===== config.mk =====
export PLATFORM = sky130hd
export DESIGN_NAME = fetch_pc_unit
export DESIGN_NICKNAME = d
export VERILOG_FILES = /design/src/rtl/fetch_pc_unit_pkg.sv /design/src/rtl/fetch_next_pc.sv /design/src/rtl/fetch_pc_unit.sv
export SDC_FILE = /design/constraint.sdc
export NUM_CORES = 1
export LEC_CHECK = 0
export ABC_AREA = 1
export CORE_ASPECT_RATIO = 2
export CORE_MARGIN = 10
export CORE_UTILIZATION = 30
export DETAILED_ROUTE_END_ITERATION = 16
export DONT_BUFFER_PORTS = 1
export SETUP_SLACK_MARGIN = 0.5
export SYNTH_ARGS = -nofsm -noshare
export SYNTH_HDL_FRONTEND = slang
export SYNTH_SLANG_ARGS = --single-unit

===== constraint.sdc =====
create_clock -name clk -period 3.35 [get_ports clk]
set_input_delay 1.005 -clock clk [delete_from_list [all_inputs] [get_ports clk]]
set_output_delay 1.005 -clock clk [all_outputs]
set_load 0.02 [all_outputs]

===== src/rtl/fetch_pc_unit_pkg.sv =====
// Shared encodings for the fetch/PC stage: branch-select codes, FSM states, instruction width.
// Optional feature macro used by this slice: FETCH_BRANCH_COUNT_EN.
package fetch_pc_unit_pkg;

  localparam int INSTR_W = 17;

  localparam logic [1:0] BS_NEXT   = 2'b00;
  localparam logic [1:0] BS_COND   = 2'b01;
  localparam logic [1:0] BS_JREG   = 2'b10;
  localparam logic [1:0] BS_JCONST = 2'b11;

  typedef enum logic [1:0] {
    FETCH = 2'b00,
    LOAD  = 2'b01,
    EXEC  = 2'b10
  } fetch_state_e;

endpackage


===== src/rtl/fetch_next_pc.sv =====
// Combinational next-PC selection and branch-taken detection for the fetch stage.
module fetch_next_pc
  import fetch_pc_unit_pkg::*;
#(
  parameter int PC_W   = 8,
  parameter int DATA_W = 8
) (
  input  logic [PC_W-1:0]   pc,
  input  logic [1:0]        bs,
  input  logic              ps,
  input  logic              zero,
  input  logic [DATA_W-1:0] reg_a_data,
  input  logic [DATA_W-1:0] const_data,
  output logic [PC_W-1:0]   pc_plus1,
  output logic [PC_W-1:0]   next_pc,
  output logic              taken
);

  logic [PC_W-1:0] const_t_s;
  logic [PC_W-1:0] rega_t_s;
  logic [PC_W-1:0] rel_target_s;

  assign const_t_s    = PC_W'(const_data);
  assign rega_t_s     = PC_W'(reg_a_data);
  assign pc_plus1     = pc + {{(PC_W-1){1'b0}}, 1'b1};
  // Modulo addition makes a negative offset a backward branch for free.
  assign rel_target_s = pc_plus1 + const_t_s;

  // Select the next PC from the branch-select and condition inputs.
  always_comb begin
    next_pc = pc_plus1;
    case (bs)
      BS_NEXT: begin
        next_pc = pc_plus1;
      end
      BS_COND: begin
        if ((zero ^ ps) == 1'b1) begin
          next_pc = rel_target_s;
        end else begin
          next_pc = pc_plus1;
        end
      end
      BS_JREG: begin
        next_pc = rega_t_s;
      end
      BS_JCONST: begin
        if (ps == 1'b1) begin
          if (zero == 1'b0) begin
            next_pc = rel_target_s;
          end else begin
            next_pc = pc_plus1;
          end
        end else begin
          next_pc = const_t_s;
        end
      end
      default: begin
        next_pc = pc_plus1;
      end
    endcase
  end

  // A branch landing on pc+1 is indistinguishable from fall-through, so it is not "taken".
  assign taken = (next_pc != pc_plus1);

endmodule


===== src/rtl/fetch_pc_unit.sv =====
// Fetch/PC stage: FETCH -> LOAD -> EXEC sequencing, IR register and PC update.
// Define FETCH_BRANCH_COUNT_EN to add the saturating branch_count output.
module fetch_pc_unit
  import fetch_pc_unit_pkg::*;
#(
  parameter int              PC_W     = 8,
  parameter int              DATA_W   = 8,
  parameter logic [PC_W-1:0] RESET_PC = {PC_W{1'b0}}
) (
  input  logic               clk,
  input  logic               rst,
  input  logic               stall,
  output logic [PC_W-1:0]    imem_addr,
  output logic               imem_rd,
  input  logic [INSTR_W-1:0] imem_data,
  output logic [INSTR_W-1:0] ir,
  output logic               ir_valid,
  input  logic [1:0]         bs,
  input  logic               ps,
  input  logic               zero,
  input  logic [DATA_W-1:0]  reg_a_data,
  input  logic [DATA_W-1:0]  const_data,
  output logic [PC_W-1:0]    pc,
  output logic [PC_W-1:0]    pc_plus1,
  output logic               branch_taken
`ifdef FETCH_BRANCH_COUNT_EN
  ,
  output logic [15:0]        branch_count
`endif
);

  fetch_state_e        state_r;
  fetch_state_e        state_next_s;
  logic [PC_W-1:0]     pc_r;
  logic [INSTR_W-1:0]  ir_r;
  logic                branch_taken_r;
  logic [PC_W-1:0]     next_pc_s;
  logic                taken_s;
  logic                exec_done_s;

  fetch_next_pc #(
    .PC_W  (PC_W),
    .DATA_W(DATA_W)
  ) u_next_pc (
    .pc        (pc_r),
    .bs        (bs),
    .ps        (ps),
    .zero      (zero),
    .reg_a_data(reg_a_data),
    .const_data(const_data),
    .pc_plus1  (pc_plus1),
    .next_pc   (next_pc_s),
    .taken     (taken_s)
  );

  assign exec_done_s = (state_r == EXEC) && (stall == 1'b0);

  // FSM state register.
  always_ff @(posedge clk) begin
    if (rst) begin
      state_r <= FETCH;
    end else begin
      state_r <= state_next_s;
    end
  end

  // FSM next-state logic; stall only matters in EXEC.
  always_comb begin
    state_next_s = state_r;
    case (state_r)
      FETCH: begin
        state_next_s = LOAD;
      end
      LOAD: begin
        state_next_s = EXEC;
      end
      EXEC: begin
        if (stall == 1'b1) begin
          state_next_s = EXEC;
        end else begin
          state_next_s = FETCH;
        end
      end
      default: begin
        state_next_s = FETCH;
      end
    endcase
  end

  // PC, IR and branch pulse registers; reset discards any pending PC update.
  always_ff @(posedge clk) begin
    if (rst) begin
      pc_r           <= RESET_PC;
      ir_r           <= {INSTR_W{1'b0}};
      branch_taken_r <= 1'b0;
    end else begin
      if (state_r == LOAD) begin
        ir_r <= imem_data;
      end else begin
        ir_r <= ir_r;
      end
      if (exec_done_s) begin
        pc_r           <= next_pc_s;
        branch_taken_r <= taken_s;
      end else begin
        pc_r           <= pc_r;
        branch_taken_r <= 1'b0;
      end
    end
  end

`ifdef FETCH_BRANCH_COUNT_EN
  logic [15:0] branch_count_r;

  // Saturating count of taken branches.
  always_ff @(posedge clk) begin
    if (rst) begin
      branch_count_r <= 16'h0000;
    end else if (exec_done_s && taken_s && (branch_count_r != 16'hFFFF)) begin
      branch_count_r <= branch_count_r + 16'h0001;
    end else begin
      branch_count_r <= branch_count_r;
    end
  end

  assign branch_count = branch_count_r;
`endif

  // Strobes are decoded from the state register and forced low while reset is held.
  assign imem_rd      = (state_r == FETCH) && (rst == 1'b0);
  assign ir_valid     = (state_r == EXEC) && (rst == 1'b0);
  assign imem_addr    = pc_r;
  assign pc           = pc_r;
  assign ir           = ir_r;
  assign branch_taken = branch_taken_r;

endmodule


==> results of run 1 <==
==> power groups by stage <==
stage               Clock (mW)  Combinational (mW)  Sequential, mW
floorplan                    0               0.193           0.424
global placement             0               0.249           0.427
detailed placement           0               0.253           0.427
CTS                      0.316               0.255           0.420
global route             0.321               0.294           0.424
finish                   0.299               0.261           0.420
==> layout make-up <==
cell class                 instances  area, um2
clock buffer                       4       88.8
fill                             801       4730
multi-input combinational        274       1440
timing repair buffer              11       82.6
tap                               92        115
inverter                          52        195
sequential                        28        566
==> cell usage after synthesis <==
| master | n | area [um2] |
|---|---|---|
| nand2_1 | 73 | 274 |
| nor2_1 | 52 | 195 |
| inv_1 | 45 | 169 |
| o21ai_0 | 44 | 220 |
| nand3_1 | 39 | 195 |
| dfxtp_1 | 28 | 561 |
| a21oi_1 | 15 | 75.1 |
| nand4_1 | 12 | 75.1 |
| buf_4 | 9 | 67.6 |
| ha_1 | 8 | 100 |
| nand2_2 | 7 | 43.8 |
| inv_2 | 6 | 22.5 |
| o21ai_1 | 6 | 30.0 |
| clkbuf_1 | 5 | 18.8 |
| o211ai_1 | 4 | 30.0 |
| nand3b_1 | 2 | 15.0 |
| nor2_2 | 2 | 12.5 |
| nor2_4 | 2 | 22.5 |
| nor3_1 | 2 | 10.0 |
| buf_2 | 1 | 5.00 |
| clkinv_1 | 1 | 3.75 |
| fa_1 | 1 | 20.0 |
| nand2_4 | 1 | 11.3 |
| nand3_2 | 1 | 10.0 |
| nand3b_2 | 1 | 11.3 |
| or2_2 | 1 | 6.26 |
| xor2_1 | 1 | 8.76 |
==> kinds of logic after synthesis <==
logic type      after synthesis
compound gates               69
flops                        28
fa+ha+maj                     9
xor+xnor                      1
buf+inv                      67
simple gates                195
==> critical path, cell delays in order <==
cell and delay (ns):
ha_1 0.17, inv_1 0.06, fa_1 0.41, xor2_1 0.21, nand2_1 0.07, o211ai_1 0.13
nand3_1 0.12, nand3_1 0.08, nand3_1 0.08, nor2_1 0.22, nand4_1 0.13, nor2_1 0.11
nor2_1 0.05
==> per-layer routing <==
layer  vias to the layer above  wire length [um]
li1                       1196                 -
met1                      1066              2430
met2                       103              3960
met3                        28               785
met4                         0               387
met5                         -                 0
==> per-stage QoR <==
step | worst slack, ns | hold WS, ns | instances | util [%]
finish | 0.660 | 0.450 | 461 | 34.4
floorplan | 0.640 | 0.416 | 369 | -
global route | 0.491 | 0.466 | 461 | 34.4
global placement | 0.447 | 0.427 | 457 | 32.2
detailed placement | 0.406 | 0.440 | 457 | 32.2
CTS | 0.547 | 0.450 | 461 | 33.5
==> path summary, 6_finish.rpt <==
path                       from      endpoint
hold reg to reg      state_r[0]    state_r[0]
setup reg to reg   imem_addr[0]  branch_taken
hold / removal       state_r[0]    state_r[0]
setup / recovery  const_data[0]  branch_taken
==> sequential cells by signal, summed over array words and instances, names as in the netlist <==
signal / flops
branch_taken: 1
imem_addr: 8
ir: 17
state_r: 2
==> repair_timing <==
| item | 4_1_cts | 5_1_grt |
|---|---|---|
| endpoints found under the setup margin | 1 | 3 |
| resized for setup | 4 | 16 |
| pin swaps | 0 | 0 |
| gates cloned | 0 | 0 |
| hold endpoints to repair | 0 | 0 |
| hold buffers | 0 | 0 |
==> metrics.md, run 1 <==
| Metric | Value |
|---|---|
| Status | `completed` |
| Adder-Cell Fraction of Synth Area | `under 10%` |
| Skew-Pair Late Insertion Delay | `around 0.26 ns` |
| Mapped Cells | `369` |
| Pwr dens | `394 nW/um2` |
| Maximum buffer depth of the clock tree | `2` |
| Worst Hold Class | `flop to flop` |
| Critical path type | `input pin to flop` |
| Core area | `7210 um2` |
| Syn_nets | `418` |
| Die W | `80.7 um` |
| Period minus WS final | `around 2.7 ns` |
| Final hold viol count | `0` |
| DP Area | `2320 um2` |
| CTS tree | `done` |
| Grt met1 use | `between 9 and 10%` |
| RSZ-0062 raised after global routing | `false` |
| Compound-Gate Fraction of Synth Area | `16.1%` |
| Leakage | `approximately 1.2 nW` |
| First-pass GRT wire length | `approximately 11000 um` |
| Final setup fails | `0` |
| CTS root buffer | `clkbuf_16` |
| Setup Skew | `about 0.0014 ns` |
| Final GP Congestion | `0.951` |
| Post-Synthesis Mean Instance Area | `6.00 um2` |
| Most common cell after layout, fill and taps aside | `nand2_1` |
| Comb power frac | `26.6%` |
| Design area | `approximately 2500 um2` |
| Slew Limit Fails | `0` |
| Critical path data arrival time | `2.85 ns` |
| Largest net degree at the start of global routing | `27` |
| Worst vdd ir | `approximately 360 uV` |
| GRT met3 Usage | `about 4.6%` |
| Busiest grt layer | `met2` |
| GR Util met2 | `a little under a quarter` |
| Post-synthesis simple-gate area fraction | `around 40%` |
| Rows | `44` |
| Layout Nets | `between 400 and 500` |
| Post-detail-place hpwl | `~6300 um` |
| Slew at the pin closest to its max-slew limit | `~0.87 ns` |
| Mux contribution to synthesized area | `0%` |
| Via/cell ratio | `5.19` |
| Most frequent cells in the layout | `nand2_1, nor2_1, o21ai_0, inv_1, nand3_1` |
| Number of synthesis warnings | `0` |
| DR vias | `between 2000 and 2500` |
| Sequential-to-total area share from yosys stat | `approximately a quarter` |
| Initial core utilization | `30.7%` |
| Synth Register Bits | `28` |
| Syn-to-layout area delta | `12.2%` |
| Reg-to-reg slack, setup | `a little under 0.7 ns` |
| Antenna-violating nets left | `0` |
| Setup TNS Final | `0 ns` |
| Total Wirelength | `about 7600 um` |
| Die Y | `about 140 um` |
| GRT Util Overall | `between 10% and 20%` |
| Grt total ovfl | `0` |
| Clock sinks | `28` |
| Initial antenna violation count | `0` |
| Diode count | `0` |
| Hold path depth | `1` |
| Crit end category | `flop` |
| Mapped Area | `between 2000 and 2500 um2` |
| Largest family of logic cells by synthesized area | `simple AND/OR/NAND/NOR gates` |
| Max Fclk | `between 0.3 and 0.4 GHz` |
| Post-synth cell types | `27` |
| Crit Path Max Fanout | `3` |
| I/O pin count | `84` |
| Worst Reg-to-Reg Cells | `14` |
| Share of cells above drive strength 1 | `about 14%` |
| DR iter-0 viols | `64` |
| Post-Synth XOR/XNOR Area | `0.396%` |
| DRT Pass-1 Iters | `4` |
| Switching Fraction | `about a third` |
| Worst slew margin | `between 40% and 50%` |
| Critical path required time | `around 3.5 ns` |
| Drt wl/cell | `about 16 um` |
| Total CTS buffers | `3` |
| Power share of the clock group | `approximately 31%` |
| Final period utilization | `roughly 80%` |
| Port Buffers | `0` |
| Clock Pin Slew Worst Setup and Hold Paths | `0.07 ns` |
| CTS H-tree lvls | `1` |
| Worst setup SP type | `input pin` |
| # DRC | `0` |
| Vias in the first global route | `2430` |
| Pint | `0.633 mW` |
| Full die area | `between 10000 and 15000 um2` |
| Overall power | `roughly 0.98 mW` |
| Max_cap viols | `0` |
| Postcts setup bufs | `0` |
| Sequential Power Share | `42.9%` |
| Psw | `between 0.3 and 0.4 mW` |
No activity file was read; power rests on OpenSTA's default activity.
==> inputs of run 2 (changes only) <==
==> constraint.sdc (replaced) <==
create_clock -name clk -period 2.5 [get_ports clk]
set_input_delay 0.75 -clock clk [delete_from_list [all_inputs] [get_ports clk]]
set_output_delay 0.75 -clock clk [all_outputs]
set_load 0.02 [all_outputs]
==> run 2 against run 1 <==
Effect of this change: clock power up 58%; via count is 6.9% higher; die area did not move; combinational power up 78%; critical path type is now flop to flop.
==> metrics.md, run 2 (synthesis gave the netlist of run 1 again) <==
| Metric | Value |
|---|---|
| Post-detail-place hpwl | `6590 um` |
| CTS H-tree lvls | `1` |
| DP Worst Slack | `-0.113 ns` |
| Worst setup margin | `0.0701 ns` |
| DP Area | `between 2000 and 3000 um2` |
| GRT Util Overall | `roughly 14%` |
| Pint | `about 1 mW` |
| Slew at the pin closest to its max-slew limit | `approximately 0.72 ns` |
| Worst setup SP type | `flop` |
| Initial antenna violation count | `0` |
| Core area | `7210 um2` |
| Fillers | `735` |
| Port Buffers | `0` |
| Largest net degree at the start of global routing | `27` |
| Clock Pin Slew Worst Setup and Hold Paths | `around 0.070 ns` |
| Diode count | `0` |
| DRT Pass-1 Iters | `4` |
| Initial core utilization | `just over 30%` |
| Most frequent cells in the layout | `nor2_1, nand2_1, o21ai_0, inv_1, buf_4` |
| Status | `completed` |
| Max FFs per register | `17` |
| Final period utilization | `roughly 100%` |
| Pwr dens | `between 400 and 500 nW/um2` |
| Max_cap viols | `0` |
| Final setup fails | `0` |
| Overall power | `about 1.5 mW` |
| I/O pin count | `between 80 and 90` |
| Drt wl/cell | `about 17 um` |
| Skew-Pair Late Insertion Delay | `approximately 0.27 ns` |
| Die W | `about 80 um` |
| Crit Reg-Reg Startpoint | `imem_addr[0]` |
| Max Fclk | `0.412 GHz` |
| DR vias | `between 2000 and 3000` |
| Grt total ovfl | `0` |
| Worst vdd ir | `400 uV` |
| DR iter-0 viols | `roughly 150` |
| Period minus WS final | `2.43 ns` |
| Slew Limit Fails | `0` |
| End-of-flow core utilization | `between 40% and 50%` |
| Rows | `44` |
| Most common cell after layout, fill and taps aside | `nor2_1` |
| # DRC | `0` |
| Total Wirelength | `roughly 8300 um` |
| Switching Fraction | `about a third` |
| Syn-to-layout area delta | `40.5%` |
| CP startpoint | `imem_addr[0]` |
| Worst slew margin | `between 50% and 60%` |
| Comb power frac | `between 30% and 40%` |
| Crit Path Max Fanout | `7` |
| Sequential Power Share | `between 30% and 40%` |
| First-pass GRT wire length | `12700 um` |
| Antenna-violating nets left | `0` |
| CTS root buffer | `clkbuf_16` |
| Power share of the clock group | `about a third` |
| Full die area | `around 11000 um2` |
| Die Y | `roughly 140 um` |
| Vias in the first global route | `approximately 2700` |
| Crit end category | `flop` |
| Layout Nets | `approximately 460` |
| Worst Hold Class | `flop to flop` |
| Total CTS buffers | `3` |
| Via/cell ratio | `slightly above 5` |
| Clock sinks | `28` |
| RSZ-0062 raised after global routing | `true` |
| Setup Skew | `about 0.0048 ns` |
| Critical path type | `flop to flop` |
| Design area | `~3100 um2` |
| CTS tree | `done` |
| Psw | `approximately 0.51 mW` |
| Final hold viol count | `0` |
| Maximum buffer depth of the clock tree | `2` |
| Final GP Congestion | `around 0.9` |
| HP Start | `state_r[0]` |
| Critical path required time | `roughly 2.7 ns` |
| Leakage | `around 1.5 nW` |
| Critical path data arrival time | `2.58 ns` |
| Share of cells above drive strength 1 | `a little over a third` |
run 2: cell count changes in the layout (fill, tap and decap cells not counted), moves of 4 or more:
cell	change
buf_4	+26
buf_6	+8
dfxtp_4	+4
ha_4	+4
nand2_1	-24
nand2_2	+20
nand2_4	+4
nand3_1	-14
nand3_2	+13
run 2: what timing repair did:
| item | CTS | global route |
|---|---|---|
| pin swaps | 33 | 21 |
| setup endpoints to repair | 14 | 14 |
| hold buffers | 0 | 0 |
| resized for setup | 40 | 30 |
| setup buffers | 16 | 6 |
run 2: routing by layer:
layer | up-vias | track usage [%] | part of all wire [%]
met2 | 105 | 27.2 | 55
met3 | 35 | 3.99 | 8.0
met1 | 1144 | 11.4 | 31
li1 | 1273 | - | -
met4 | 0 | 9.44 | 6.6
met5 | - | 0 | 0
run 2: power by group through the flow:
stage	Sequential, mW	Clock [mW]	Combinational, mW
after floorplan	0.567	0	0.279
after global placement	0.570	0	0.373
after detailed placement	0.569	0	0.381
after CTS	0.561	0.492	0.428
after global routing	0.566	0.508	0.515
final	0.560	0.473	0.465
run 2: layout make-up:
| class | instances | area [um2] | area share, % |
|---|---|---|---|
| multi-input cells | 274 | 1700 | 54.6 |
| flip-flops and latches | 28 | 578 | 18.6 |
| repair buffers | 47 | 403 | 13.0 |
| inverters | 52 | 210 | 6.76 |
| well taps | 92 | 115 | 3.70 |
| clock buffers | 3 | 75.1 | 2.41 |
| clock inverters | 1 | 30.0 | 0.965 |
run 2: final timing paths:
path / cells after the start / endpoint / slack, ns
worst max-delay path: 13 / branch_taken / 0.07
worst min-delay path: 1 / state_r[0] / 0.46
worst max register to register: 13 / branch_taken / 0.07
worst min register to register: 1 / state_r[0] / 0.46
run 2: through the flow:
step / hold slack [ns] / TNS [ns] / cells
after floorplan: 0.416 / 0 / 369
after global placement: 0.428 / -0.0791 / 471
after detailed placement: 0.453 / -0.113 / 471
after CTS: 0.466 / 0 / 491
after global routing: 0.492 / -0.0276 / 497
final: 0.457 / 0 / 497
run 2: worst max-delay path: stages (launching register included):
cell	delay [ns]
dfxtp_4	0.37
ha_4	0.37
inv_4	0.05
fa_2	0.37
xor2_2	0.18
nand2_1	0.07
o211ai_1	0.12
nand3_1	0.14
nand3_1	0.12
nand3_2	0.10
nor2_4	0.14
nand4_1	0.10
nor2_1	0.13
nor2_1	0.05
